### config.mk
export PLATFORM = sky130hd
export DESIGN_NAME = midori_g_compress
export DESIGN_NICKNAME = d
export VERILOG_FILES = /design/src/rtl/midori_mask_pkg.sv /design/src/rtl/share_xor3.sv /design/src/rtl/midori_g_compress.sv
export SDC_FILE = /design/constraint.sdc
export NUM_CORES = 1
export LEC_CHECK = 0
export ABC_AREA = 1
export BUFFER_PORTS_ARGS = -buffer_cell sky130_fd_sc_hd__buf_2
export CORE_MARGIN = 2
export CORE_UTILIZATION = 45
export DETAILED_ROUTE_END_ITERATION = 6
export MAX_ROUTING_LAYER = met4
export PLACE_DENSITY = 0.72
export SLEW_MARGIN = 20
export SYNTH_ARGS = -nofsm -noshare
export SYNTH_HDL_FRONTEND = slang
export SYNTH_SLANG_ARGS = --single-unit
### constraint.sdc
create_clock -name clk -period 1.7 [get_ports clk]
set_clock_uncertainty 0.15 [all_clocks]
set_input_delay 0.085 -clock clk [delete_from_list [all_inputs] [get_ports clk]]
set_output_delay 0.085 -clock clk [all_outputs]
set_load 0.05 [all_outputs]
### src/rtl/midori_mask_pkg.sv
// midori_mask_pkg: share/width constants and compression indexing for the masked Midori S-box
package midori_mask_pkg;
   localparam int NSHARES    = 3;
   localparam int NCF        = 27;
   localparam int G_OUT_BITS = 3;
   // Component bit k of share j of output bit i
   function automatic int cf_idx(input int i, input int j, input int k);
      return NSHARES * (NSHARES * i + j) + k;
   endfunction
endpackage

### src/rtl/share_xor3.sv
// share_xor3: 3-input XOR folding three component bits into one output share
module share_xor3 (
   input  logic a,
   input  logic b,
   input  logic c,
   output logic y
);
   assign y = a ^ b ^ c;
endmodule

### src/rtl/midori_g_compress.sv
// midori_g_compress: glitch-barrier register and XOR compression of the 27 masked G component bits
module midori_g_compress
   import midori_mask_pkg::*;
#(
   parameter bit PIPE_OUT = 1'b1
) (
   input  logic                            clk,
   input  logic                            rst,
   input  logic                            flush,
   input  logic [NCF-1:0]                  cf_q,
   input  logic                            in_valid,
   output logic                            in_ready,
   input  logic                            rand_valid,
   output logic                            rand_ack,
   output logic [NSHARES*G_OUT_BITS-1:0]   out_sh,
   output logic                            out_valid,
   input  logic                            out_ready
);
   logic [NCF-1:0]                s1_q;
   logic                          s1_v;
   logic [NSHARES*G_OUT_BITS-1:0] c;
   logic                          acc;
   logic                          s1_drain;
   logic                          ready_raw;

   // Reset and flush both block acceptance so no fresh randomness is consumed
   assign in_ready = !rst && !flush && ready_raw;
   assign acc      = in_valid && rand_valid && in_ready;
   assign rand_ack = acc;

   always_ff @(posedge clk or posedge rst) begin
      if (rst) begin
         s1_q <= '0;
         s1_v <= 1'b0;
      end else if (flush) begin
         s1_q <= '0;
         s1_v <= 1'b0;
      end else begin
         if (acc) s1_q <= cf_q;
         s1_v <= acc || (s1_v && !s1_drain);
      end
   end

   for (genvar i = 0; i < G_OUT_BITS; i++) begin : g_bit
      for (genvar j = 0; j < NSHARES; j++) begin : g_sh
         share_xor3 u_xor (
            .a(s1_q[cf_idx(i, j, 0)]),
            .b(s1_q[cf_idx(i, j, 1)]),
            .c(s1_q[cf_idx(i, j, 2)]),
            .y(c[NSHARES * i + j])
         );
      end
   end

   if (PIPE_OUT) begin : g_s2
      logic [NSHARES*G_OUT_BITS-1:0] s2_sh;
      logic                          s2_v;
      logic                          s2_load;
      assign s2_load   = s1_v && (!s2_v || out_ready);
      assign s1_drain  = s2_load;
      assign ready_raw = !s1_v || s2_load;
      assign out_sh    = s2_sh;
      assign out_valid = s2_v;
      always_ff @(posedge clk or posedge rst) begin
         if (rst) begin
            s2_sh <= '0;
            s2_v  <= 1'b0;
         end else if (flush) begin
            s2_sh <= '0;
            s2_v  <= 1'b0;
         end else begin
            if (s2_load) s2_sh <= c;
            s2_v <= s2_load || (s2_v && !out_ready);
         end
      end
   end else begin : g_comb
      assign s1_drain  = s1_v && out_ready;
      assign ready_raw = !s1_v || out_ready;
      assign out_sh    = c;
      assign out_valid = s1_v;
   end
endmodule

Word level (Yosys, flattened, before mapping)
Index checks and enable logic that the tools add are counted.
Word-level totals
  register bits after elaboration: 38
  bits in latches: 0
  RAM bits: 0
  bits in read-only memories: 0
  bits of input ports: 33
  output and inout port bits: 12
  logic and storage cells: 47
  memories kept: 0
Operators by class
  add/sub/neg operators: 0
  multipliers: 0
  div/mod/pow operators: 0
  magnitude comparators: 0
  equality and inequality tests: 0
  shifts and indexed selects: 0
  mux-type cells: 6
  bitwise operators: 18
  reductions and logical operators: 19
Operators by type and width (count)
  $mux W27: 2
  $mux W9: 2
  $xor A1 B1 Y1: 18
  $logic_and A1 B1 Y1: 7
  $logic_not A1 Y1: 6
  $logic_or A1 B1 Y1: 4
  $reduce_bool A2 Y1: 2
  $mux W1: 2

Logic depth before layout (Yosys ltp)
Gate-level depths: netlist of the first run.
  depth in word-level cells: 8
  depth in mapped cells: 7
  mapped depth without buffers: 6

Hierarchy
A second synthesis of the first run with hierarchy kept.
Second synthesis, totals
  cells, all modules: 258
  area, all modules: 1961.9 µm²
By module, submodules not included
  midori_g_compress: times used 1, cells an instance 177, area an instance 1646.6 µm², seq. area each 950.9 µm²
  share_xor3: times used 9, cells an instance 9, area an instance 35.0 µm², seq. area each 0.0 µm²

Worst setup path before layout of the first run
Ideal clock, no wire load.
  path type: flip-flop to output port
  start: reg g_s2.s2_v (netlist: out_valid)
  end: out rand_ack
  data arrival time: 1393 ps
  data required time: 1465 ps
  path slack: 72 ps
  cell stages (with the launch flop): 6
  buffers on the path: 2
  path through: dfrtp_1 nand3_2 nand3_2 buf_6 buf_6 inv_1
Between the ends
  word-level cells in the longest chain between the ends: 6
RTL lines
  start, declared: line midori_g_compress.sv:57  | logic s2_v;
  start signal, assigned: line midori_g_compress.sv:73  | s2_v <= s2_load || (s2_v && !out_ready);
  $logic_not A1 Y1: line midori_g_compress.sv:59  | assign s2_load = s1_v && (!s2_v || out_ready);
  $logic_or A1 B1 Y1: line midori_g_compress.sv:59
  $logic_and A1 B1 Y1: line midori_g_compress.sv:59
  $logic_or A1 B1 Y1: line midori_g_compress.sv:61  | assign ready_raw = !s1_v || s2_load;
  $logic_and A1 B1 Y1: line midori_g_compress.sv:27  | assign in_ready = !rst && !flush && ready_raw;
  $logic_and A1 B1 Y1: line midori_g_compress.sv:28  | assign acc = in_valid && rand_valid && in_ready;
  end, declared: line midori_g_compress.sv:14  | output logic rand_ack,
No other way between the ends.

Final worst setup path of the first run
  start: reg s1_v
  end: out rand_ack
Between the ends
  word-level cells in the longest chain between the ends: 4
  elaborated cells on any way between the ends: 5
  classes of those cells: reduce/logical (5)
RTL lines
  start, declared: line midori_g_compress.sv:20  | logic s1_v;
  start signal, assigned: line midori_g_compress.sv:40  | s1_v <= acc || (s1_v && !s1_drain);
  $logic_not A1 Y1 / $logic_and A1 B1 Y1 (equally long branches): line midori_g_compress.sv:61, midori_g_compress.sv:59
  $logic_or A1 B1 Y1 (*): line midori_g_compress.sv:61
  $logic_and A1 B1 Y1 (*): line midori_g_compress.sv:27
  $logic_and A1 B1 Y1 (*): line midori_g_compress.sv:28
Every way passes the cells marked *; elsewhere a longest branch is shown, timed or not.

==> metrics.csv, run 1 <==
stage;metric;value;unit
synthesis;syn_avg_cell_area;8.30;um2
power;power;2.17;mW
timing;fmax;629;MHz
timing;min_period;1.59;ns
worst_setup_path;crit_top_cell;nand3_2;
timing;tightest_slew;0.489;ns
die;boundaryPins;45;
routing;routed_wl;4.70;mm
routing;highest_layer;met4;
grt;grt_pass1_vias;1877;
die;die_h;71.0;um
placed_design;placed_cells;337;
routing;drt-pass1-iter-count;4;
worst_setup_path;crit_path_start_kind;flip-flop;
synthesis;synth_cell_types;18;
power;peakVddDrop;0.610;mV
routing;wl_met3;227;um
worst_setup_path;crit_arrival;1.35;ns
timing;min_period_over_period;93.5;%
cells_and_area;drive_gt1_share;24.1;%
synthesis;yosys_register_bits;38;
cells_and_area;area_delta_synth_final;35.2;%
die;core_area;4320;um2
power;p_leak;1.48;nW
timing;final_hold_viol_count;0;
clocking;cts-root-buf;clkbuf_8;
routing;wl_per_cell;12.5;um
routing;drt-initial-drc-count;88;
grt;grt_max_degree;39;
timing;tns;0;ns
routing;avgViaCountPerCell;5.00;
clocking;clk_path_buf_depth;2;
synthesis;ys_seq_area_share;47.1;%
placed_design;gp_congestion;0.739;
worst_setup_path;crit_type;flip-flop to output port;
synthesis;syn_area;2020;um2
worst_setup_path;critical_path_required;1.46;ns
worst_setup_path;worstPathMaxFanout;7;
clocking;cts_max_level;2;
routing;routed-wl-met2;2.30;mm
cells_and_area;layout.nets;355;
placed_design;hpwl;3.13;mm
clocking;cts_buffers;5;
clocking;cts_tree;done;
cells_and_area;postLayoutCellArea;2730;um2
grt;grt_overflow;0;
worst_setup_path;crit_family;flip-flops;
die;start_util;46.6;%
cells_and_area;final_util;63.1;%
timing;relSlewSlack;67.4;%
clocking;cts_num_sinks;38;
worst_setup_path;end_kind;output port;
routing;drt-met1-wl;2.10;mm
outcome;status;completed;
synthesis;ys.warnings.count;0;
timing;slew_viol_final;0;
die;fp.dieW;71.0;um
clocking;cts.clk_slew.worst_paths;0.07;ns
timing;finalSetupViolCount;0;
worst_setup_path;cpPeakStageDelay;0.42;ns
placed_design;io_buffers;44;
routing;drc;0;
worst_setup_path;crit_path_top_delay_cell;dfrtp_1;
run;max-cap-violations;0;
worst_setup_path;path_cells;nand3_2, nand3_2, inv_1, clkbuf_4;
routing;antenna_left;0;
placed_design;post_dp_cell_area;2280;um2
clocking;post_cts_buffers;0;
synthesis;synth_nets;276;
power;powerDensity;795;nW/um2
grt;antenna_found_initial;0;
die;fp.dieArea;5030;um2
grt;grt_use_total;21.2;%
hold_path;min_path_type;input port to flip-flop;
die;rows;24;
routing;route.vias.total;1875;
clocking;clkLatencyLatePin;0.30;ns
cells_and_area;antenna_cells;0;
grt;grt_pass1_wl;8.16;mm
synthesis;synthCells;243;
cells_and_area;fin_cells;375;
timing;grt_setup_unrepaired;false;
worst_setup_path;critPathBufInv;2;
[cells in the mapped netlist]
master	count	area share [%]
dfrtp_1	38	47
buf_6	5	2.8
nand4_1	27	8.4
nor2_2	1	0.31
a21oi_2	1	0.43
nand3_2	10	5.0
inv_2	1	0.19
nand3_1	30	7.4
inv_1	25	4.7
buf_4	4	1.5
a21oi_1	1	0.25
nor2_8	1	0.99
nand3b_1	7	2.6
buf_2	3	0.74
clkbuf_8	2	1.4
nand2_1	85	16
clkinv_1	1	0.19
o21ai_0	1	0.25
[registers in the layout (all words and copies together), names as in the netlist]
name	cells
s1_q	27
s1_v	1
out_valid	1
out_sh	9
[layout make-up]
cell class / count / area [um2]
Clock buffer: 6 / 82.6
Clock inverter: 2 / 60.1
Fill cell: 390 / 1600
Inverter: 27 / 101
Multi-Input combinational cell: 164 / 836
Sequential cell: 38 / 951
Tap cell: 52 / 65.1
Timing Repair Buffer: 86 / 632
[metal layers]
layer  global-route usage [%]  up-vias
met4                     6.71        0
met1                     25.4      866
li1                         -      953
met5                        -        -
met3                     5.27        9
met2                     35.2       47
[worst register-to-register path, stage by stage (launching register included)]
cell,delay (ns)
dfrtp_1,0.40
nand2_1,0.12
a21oi_1,0.07
dlygate4sd3_1,0.55
[cells by family after synthesis]
kind of cell | count (synthesis) | synth area share [%]
and+or+nand+nor | 161 | 40.5
AOI/OAI and AO/OA | 3 | 0.930
buffers and inverters | 41 | 11.4
DFF | 38 | 47.1
[final timing paths]
| path | slack, ns | cells past startpoint | endpoint | startpoint |
|---|---|---|---|---|
| min | 0.008 | 4 | s1_q[25] | rst |
| min in group asynchronous | 0.35 | 4 | out_valid | rst |
| max | 0.11 | 4 | rand_ack | s1_v |
| max reg2reg | 0.29 | 3 | out_valid | out_valid |
| max in group asynchronous | 0.70 | 4 | s1_q[15] | rst |
| min reg2reg | 0.33 | 2 | out_sh[6] | out_sh[6] |
[layout by cell type (no fill, tap or decap)]
master	instances
nand4_1	27
nor2_2	1
nand2_1	85
clkbuf_8	6
clkinv_1	1
buf_2	42
a21oi_1	1
buf_6	1
o21ai_0	1
buf_12	1
bufinv_16	2
nand3_1	30
clkbuf_4	1
inv_2	1
nand3b_1	7
a21oi_2	1
buf_4	11
nor2_8	1
inv_1	25
dfrtp_1	38
dlygate4sd3_1	30
nand3_2	10
[what timing repair did]
action                                  4_1_cts  5_1_grt
hold endpoints to repair                     66        0
endpoints found under the setup margin        0        2
gates resized for setup                       0        4
hold buffers                                 30        0
[power breakdown]
part / internal (mW) / switching, mW / leakage (nW)
Combinational: 0.124 / 0.144 / 0.883
Clock: 0.626 / 0.324 / 0.0714
Sequential: 0.929 / 0.0203 / 0.524
[stage by stage]
step | hold WS (ns) | setup WS, ns
2_1_floorplan | 0.0902 | 0.0717
3_3_place_gp | 0.126 | 0.373
3_5_place_dp | 0.134 | 0.362
4_1_cts | 0.00171 | 0.0658
5_1_grt | 0.00332 | 0.00219
6_report | 0.00808 | 0.110
(Power assumes the default switching activity.)
==> run 2: changes to the inputs <==
--- a/config.mk
+++ b/config.mk
@@ -8,10 +8,10 @@
 export ABC_AREA = 1
 export BUFFER_PORTS_ARGS = -buffer_cell sky130_fd_sc_hd__buf_2
 export CORE_MARGIN = 2
-export CORE_UTILIZATION = 45
+export CORE_UTILIZATION = 50
 export DETAILED_ROUTE_END_ITERATION = 6
 export MAX_ROUTING_LAYER = met4
-export PLACE_DENSITY = 0.72
+export PLACE_DENSITY = 0.79
 export SLEW_MARGIN = 20
 export SYNTH_ARGS = -nofsm -noshare
 export SYNTH_HDL_FRONTEND = slang
==> run 2 against run 1 <==
Worst hold slack worse by 0.00088 ns. Global-route usage is 2.9 points higher. Largest power group is now sequential cells. Via count is 1.3% higher. Die area is 9.5% lower.
==> metrics.csv, run 2 (synthesized netlist as in run 1, its figures left out) <==
stage;metric;value;unit;change
clocking;cts_max_level;2;;unchanged
cells_and_area;antenna_cells;0;;unchanged
grt;grt_max_degree;39;;unchanged
run;max-cap-violations;0;;unchanged
routing;avgViaCountPerCell;5.12;;+2.4%
clocking;cts_buffers;5;;unchanged
placed_design;hpwl;2.89;mm;-7.7%
routing;drt-pass1-iter-count;4;;unchanged
hold_path;min_path_type;input port to flip-flop;;
placed_design;placed_cells;333;;-1.2%
die;start_util;51.2;%;+4.5 points
grt;grt_pass1_vias;1892;;+0.80%
power;power_frac_seq;47.8;%;+4.0 points
worst_setup_path;critical_path_required;1.46;ns;about the same
clocking;cts_tree;done;;
worst_setup_path;crit_type;flip-flop to output port;;
grt;grt_overflow;0;;unchanged
grt;grt_pass1_wl;7.89;mm;-3.3%
power;p_leak;1.44;nW;-2.6%
worst_setup_path;crit_arrival;1.36;ns;about the same
grt;antenna_found_initial;0;;unchanged
timing;fmax;628;MHz;-0.24%
worst_setup_path;worstPathMaxFanout;7;;unchanged
routing;drt-initial-drc-count;123;;+40%
timing;slew_viol_final;0;;unchanged
worst_setup_path;crit_path_start_kind;flip-flop;;
placed_design;post-place-ws;0.291;ns;-0.0711 ns
timing;min_period;1.59;ns;+0.00381 ns
routing;antenna_left;0;;unchanged
cells_and_area;fillers;311;;-20%
timing;final_hold_viol_count;0;;unchanged
timing;finalSetupViolCount;0;;unchanged
power;peakVddDrop;0.509;mV;-16%
power;power_switching_share;25.2;%;+2.6 points
routing;wl_per_cell;12.6;um;+0.43%
timing;fin_ws;0.107;ns;-0.00381 ns
placed_design;io_buffers;44;;unchanged
cells_and_area;final_cell_mix;nand2_1 (85), buf_2 (42), dfrtp_1 (38), nand3_1 (30), dlygate4sd3_1 (30);;
power;switchingPower;0.500;mW;+2.2%
cells_and_area;top_register;s1_q;;
power;powerDensity;745;nW/um2;-6.3%
grt;grt_use_total;24.1;%;+2.9 points
timing;min_period_over_period;93.7;%;+0.22 points
power;combinationalPowerShare;13.3;%;+0.9 points
placed_design;gp_congestion;0.744;;+0.70%
routing;route.vias.total;1899;;+1.3%
routing;routed_wl;4.67;mm;-0.64%
worst_setup_path;end_kind;output port;;
die;boundaryPins;45;;unchanged
outcome;status;completed;;
cells_and_area;drive_gt1_share;23.7;%;-0.47 points
routing;drc;0;;unchanged
cells_and_area;fin_cells;371;;-1.1%
clocking;clkLatencyLatePin;0.30;ns;about the same
cells_and_area;largest_register_ffs;27;;unchanged
cells_and_area;final_util;67.6;%;+4.5 points
cells_and_area;area_delta_synth_final;32.1;%;
cells_and_area;layout.nets;353;;-0.56%
timing;tightest_slew;0.471;ns;-0.0178 ns
die;die_h;67.5;um;-4.8%
power;p_int;1.49;mW;-12%
clocking;cts.clk_slew.worst_paths;0.07;ns;about the same
power;power.share.clock;38.9;%;-4.9 points
die;rows;23;;-4.2%
die;fp.dieArea;4560;um2;-9.5%
clocking;cts-root-buf;clkbuf_8;;
timing;relSlewSlack;68.6;%;+1.2 points
cells_and_area;final_common_cell;nand2_1;;
die;core_area;3940;um2;-8.8%
clocking;clk_path_buf_depth;2;;unchanged
die;fp.dieW;67.5;um;-4.8%
timing;tns;0;ns;unchanged
clocking;cts_num_sinks;38;;unchanged
[run 2: changes by cell type in the layout (fill, tap and decap cells not counted), sizes merged]
cell / change
clkinvlp: +2
buf: -3
bufinv: -1
[run 2: area by class of cell]
type / count / area (um2) / share of cell area [%]
Clock buffer: 5 / 68.8 / 2.58
Clock inverter: 3 / 45.0 / 1.69
Multi-Input combinational cell: 164 / 836 / 31.4
Tap cell: 50 / 62.6 / 2.35
Sequential cell: 38 / 951 / 35.7
Timing Repair Buffer: 84 / 601 / 22.5
Inverter: 27 / 101 / 3.80
[run 2: final timing paths]
path / startpoint / end / slack, ns / cells after the start
worst max-delay path: s1_v / rand_ack / 0.11 / 4
worst min-delay path: flush / s1_v / 0.007 / 2
worst max register to register: out_valid / out_valid / 0.27 / 3
worst min register to register: out_sh[0] / out_sh[0] / 0.33 / 2
min in group asynchronous: rst / s1_q[20] / 0.35 / 4
max in group asynchronous: rst / s1_q[24] / 0.72 / 4
[run 2: critical path: stages (launching register included)]
cell and delay [ns]:
dfrtp_1 0.43, nand3_2 0.13, nand3_2 0.17, inv_1 0.11
clkbuf_4 0.23
[run 2: timing repair]
item                                    in CTS  in global routing
buffers inserted                             0                  0
resized for setup                            0                  2
endpoints found under the hold margin       66                  0
hold buffers                                30                  0
endpoints found under the setup margin       0                  2
[run 2: metal layers]
layer	part of all wire, %	track usage, %	up-vias
met2	52	41.3	62
met1	42	26.6	876
met3	5.0	6.17	9
met4	1.4	9.69	0
li1	-	-	952
met5	0	-	-
[run 2: power groups by stage]
stage               clock [mW]  sequential, mW  combinational [mW]
floorplan                    0           0.973               0.137
finish                   0.772           0.949               0.264
CTS                      0.784           0.949               0.261
global route             0.823           0.953               0.292
detailed placement           0           0.967               0.209
global placement             0           0.965               0.204
[run 2: per-stage QoR]
step / hold slack (ns) / power [mW] / cell area, um2
floorplan: 0.0902 / 1.11 / 2020
global placement: 0.122 / 1.17 / 2250
detailed placement: 0.128 / 1.18 / 2250
CTS: 0.00205 / 1.99 / 2660
global route: 0.0104 / 2.07 / 2670
finish: 0.00721 / 1.98 / 2670
==> run 3: changes to the inputs <==
--- a/config.mk
+++ b/config.mk
@@ -15,4 +15,5 @@
 export SLEW_MARGIN = 20
 export SYNTH_ARGS = -nofsm -noshare
 export SYNTH_HDL_FRONTEND = slang
+export SYNTH_HIERARCHICAL = 1
 export SYNTH_SLANG_ARGS = --single-unit
==> run 3 against run 2 <==
Register-to-register slack lost 0.03 ns. Via count grew 2.1%. Maximum frequency is 4.3% lower. Sequential power is essentially flat. Setup slack worse by 0.072 ns. Combinational power fell by 2%. Global-route usage is 0.25 points lower. Highest routed layer unchanged. Synthesized area is 2.7% lower. Routed wire length down 0.49%. Synthesized cell count rose by 6.2%.
==> metrics.csv, run 3 <==
stage;metric;value;unit;change
die;fp.dieW;66.6;um;-1.3%
worst_setup_path;crit_path_start_kind;input port;;
timing;tightest_slew;0.578;ns;+0.107 ns
die;fp.dieArea;4440;um2;-2.6%
synthesis;syn_area;1960;um2;-2.7%
routing;wl_per_cell;12.2;um;-3.4%
clocking;clkLatencyLatePin;0.29;ns;about the same
synthesis;netlist_top_cells_area;dfrtp_1 (48%), nand2_1 (18%), nand3_1 (12%), nand4_1 (8.6%), inv_1 (6.1%);;
worst_setup_path;critical_path_required;1.46;ns;about the same
worst_setup_path;path_cells;dlygate4sd3_1, buf_2, nor2_4, nand3_2, inv_1, clkbuf_4;;
cells_and_area;final_cell_mix;nand2_1 (93), nand3_1 (45), buf_2 (43), dfrtp_1 (38), inv_1 (32);;
die;boundaryPins;45;;unchanged
run;max-cap-violations;0;;unchanged
grt;antenna_found_initial;0;;unchanged
synthesis;synth_top_cell_area_share;48.5;%;+1.3 points
worst_setup_path;ff2ff_setup_slack;0.24;ns;-0.03 ns
cells_and_area;drive_gt1_share;19.8;%;-3.9 points
worst_setup_path;crit_type;input port to output port;;
clocking;cts-root-buf;clkbuf_8;;
synthesis;synth_nets;291;;+5.4%
timing;relSlewSlack;61.4;%;-7.2 points
timing;fin_ws;0.0347;ns;-0.0720 ns
grt;grt_use_total;23.8;%;-0.25 points
grt;grt_pass1_vias;1801;;-4.8%
cells_and_area;postLayoutCellArea;2610;um2;-2.1%
timing;min_period;1.67;ns;+0.0720 ns
placed_design;post-place-ws;0.218;ns;-0.0728 ns
synthesis;yosys_register_bits;38;;unchanged
routing;drt-initial-drc-count;111;;-9.8%
timing;min_period_over_period;98.0;%;+4.2 points
synthesis;synthCells;258;;+6.2%
die;rows;22;;-4.3%
worst_setup_path;worstPathMaxFanout;5;;-2
synthesis;synth_cell_types;15;;-3
placed_design;io_buffers;44;;unchanged
synthesis;synth.largest_area_cell;dfrtp_1;;
clocking;cts_buffers;5;;unchanged
timing;finalSetupViolCount;0;;unchanged
synthesis;synth-edff-count;0;;unchanged
worst_setup_path;end_kind;output port;;
worst_setup_path;cpPeakStageDelay;0.57;ns;+0.14 ns
die;die_h;66.6;um;-1.3%
die;core_area;3720;um2;-5.7%
cells_and_area;antenna_cells;0;;unchanged
clocking;cts_num_sinks;38;;unchanged
worst_setup_path;crit_path_top_delay_cell;dlygate4sd3_1;;
synthesis;syn_avg_cell_area;7.60;um2;-8.4%
cells_and_area;final_util;70.2;%;+2.6 points
die;start_util;52.8;%;+1.6 points
power;powerDensity;705;nW/um2;-5.4%
synthesis;synth.top_cells.by_count;nand2_1 (93), nand3_1 (46), dfrtp_1 (38);;
cells_and_area;largest_register_ffs;27;;unchanged
synthesis;yosysMostFrequentCell;nand2_1;;
outcome;status;completed;;
clocking;cts_max_level;2;;unchanged
clocking;cts.clk_slew.worst_paths;0.07;ns;about the same
routing;route.vias.total;1938;;+2.1%
cells_and_area;layout.nets;366;;+3.7%
timing;final_hold_viol_count;0;;unchanged
placed_design;gp_congestion;0.813;;+9.2%
routing;antenna_left;0;;unchanged
routing;routed_wl;4.65;mm;-0.49%
power;peakVddDrop;0.558;mV;+9.5%
routing;drc;0;;unchanged
timing;fmax;600;MHz;-4.3%
synthesis;ys_seq_area_share;48.5;%;+1.3 points
worst_setup_path;crit_arrival;1.43;ns;+0.07 ns
synthesis;synth_ff_type;dfrtp_1;;
grt;grt_max_degree;39;;unchanged
routing;drt-pass1-iter-count;4;;unchanged
cells_and_area;top_register;s1_q;;
routing;avgViaCountPerCell;5.07;;-0.89%
hold_path;min_path_type;input port to flip-flop;;
power;p_leak;1.45;nW;+0.66%
synthesis;async_reset_ff_share;100;%;unchanged
grt;grt_pass1_wl;7.61;mm;-3.6%
timing;slew_viol_final;0;;unchanged
clocking;clk_path_buf_depth;2;;unchanged
placed_design;post_dp_cell_area;2210;um2;-1.8%
placed_design;hpwl;2.95;mm;+2.1%
cells_and_area;area_delta_synth_final;33.0;%;
grt;grt_overflow;0;;unchanged
synthesis;ys.warnings.count;6;;+6
cells_and_area;final_common_cell;nand2_1;;
clocking;cts_tree;done;;
==> run 3: cell types whose count changed after synthesis, sizes merged <==
cell	before	now
nand2	85	94
inv	26	34
nand3	40	47
nand3b	7	0
a21oi	2	1
buf	12	11
clkbuf	2	3
clkinv	1	0
==> run 3: routing by layer <==
| metal | routed length (um) | global-route usage (%) | up-vias |
|---|---|---|---|
| li1 | - | - | 980 |
| met1 | 1900 | 25.2 | 885 |
| met2 | 2400 | 41.8 | 55 |
| met3 | 194 | 4.05 | 18 |
| met4 | 155 | 14.0 | 0 |
| met5 | 0 | - | - |
==> run 3: area by class of cell <==
| cell class | instances | area [um2] |
|---|---|---|
| Timing Repair Buffer | 82 | 583 |
| Tap cell | 48 | 60.1 |
| Clock inverter | 1 | 5.00 |
| Sequential cell | 38 | 951 |
| Inverter | 34 | 128 |
| Fill cell | 306 | 1110 |
| Multi-Input combinational cell | 172 | 797 |
| Clock buffer | 7 | 86.3 |
==> run 3: timing repair <==
| action | CTS | global route |
|---|---|---|
| setup buffers | 0 | 0 |
| endpoints found under the setup margin | 1 | 2 |
| hold endpoints to repair | 67 | 0 |
| gates resized for setup | 1 | 2 |
| hold buffers | 30 | 0 |
==> run 3: per-stage QoR <==
step | hold WS (ns) | power, mW | cells | setup TNS, ns
final | 0.0851 | 1.84 | 382 | 0
after global routing | 0.132 | 1.93 | 382 | -0.0113
after CTS | 0.0721 | 1.85 | 382 | 0
after detailed placement | 0.0895 | 1.17 | 344 | 0
after global placement | 0.0836 | 1.16 | 344 | 0
after floorplan | -0.00186 | 1.10 | 258 | 0
==> run 3: where the power goes <==
part / switching, mW / leakage, nW / total, mW / internal [mW]
registers: 0.0193 / 0.524 / 0.948 / 0.929
logic: 0.143 / 0.876 / 0.258 / 0.116
clock network: 0.305 / 0.0482 / 0.632 / 0.327
total: 0.468 / 1.45 / 1.84 / 1.37
==> run 3: cell families (layout without fill, tap and decap cells) <==
| family | Yosys count | count (layout) | synth area share (%) |
|---|---|---|---|
| DFF | 38 | 38 | 48.5 |
| buffers and inverters | 48 | 124 | 11.4 |
| AOI/OAI and AO/OA | 2 | 2 | 0.510 |
| and+or+nand+nor | 170 | 170 | 39.6 |
==> run 3: final timing paths <==
kind,depth (start not counted),startpoint,to
max,6,flush,rand_ack
min reg2reg,2,out_sh[2],out_sh[2]
min,5,in_valid,s1_q[0]
min in group asynchronous,4,rst,out_valid
max in group asynchronous,4,rst,s1_q[25]
max reg2reg,5,out_valid,out_sh[0]
==> run 3: worst max-delay path: cells and delay by family <==
| family | cells | cell delay, ns |
|---|---|---|
| buf+inv | 4 | 1.05 |
| simple gates | 2 | 0.30 |
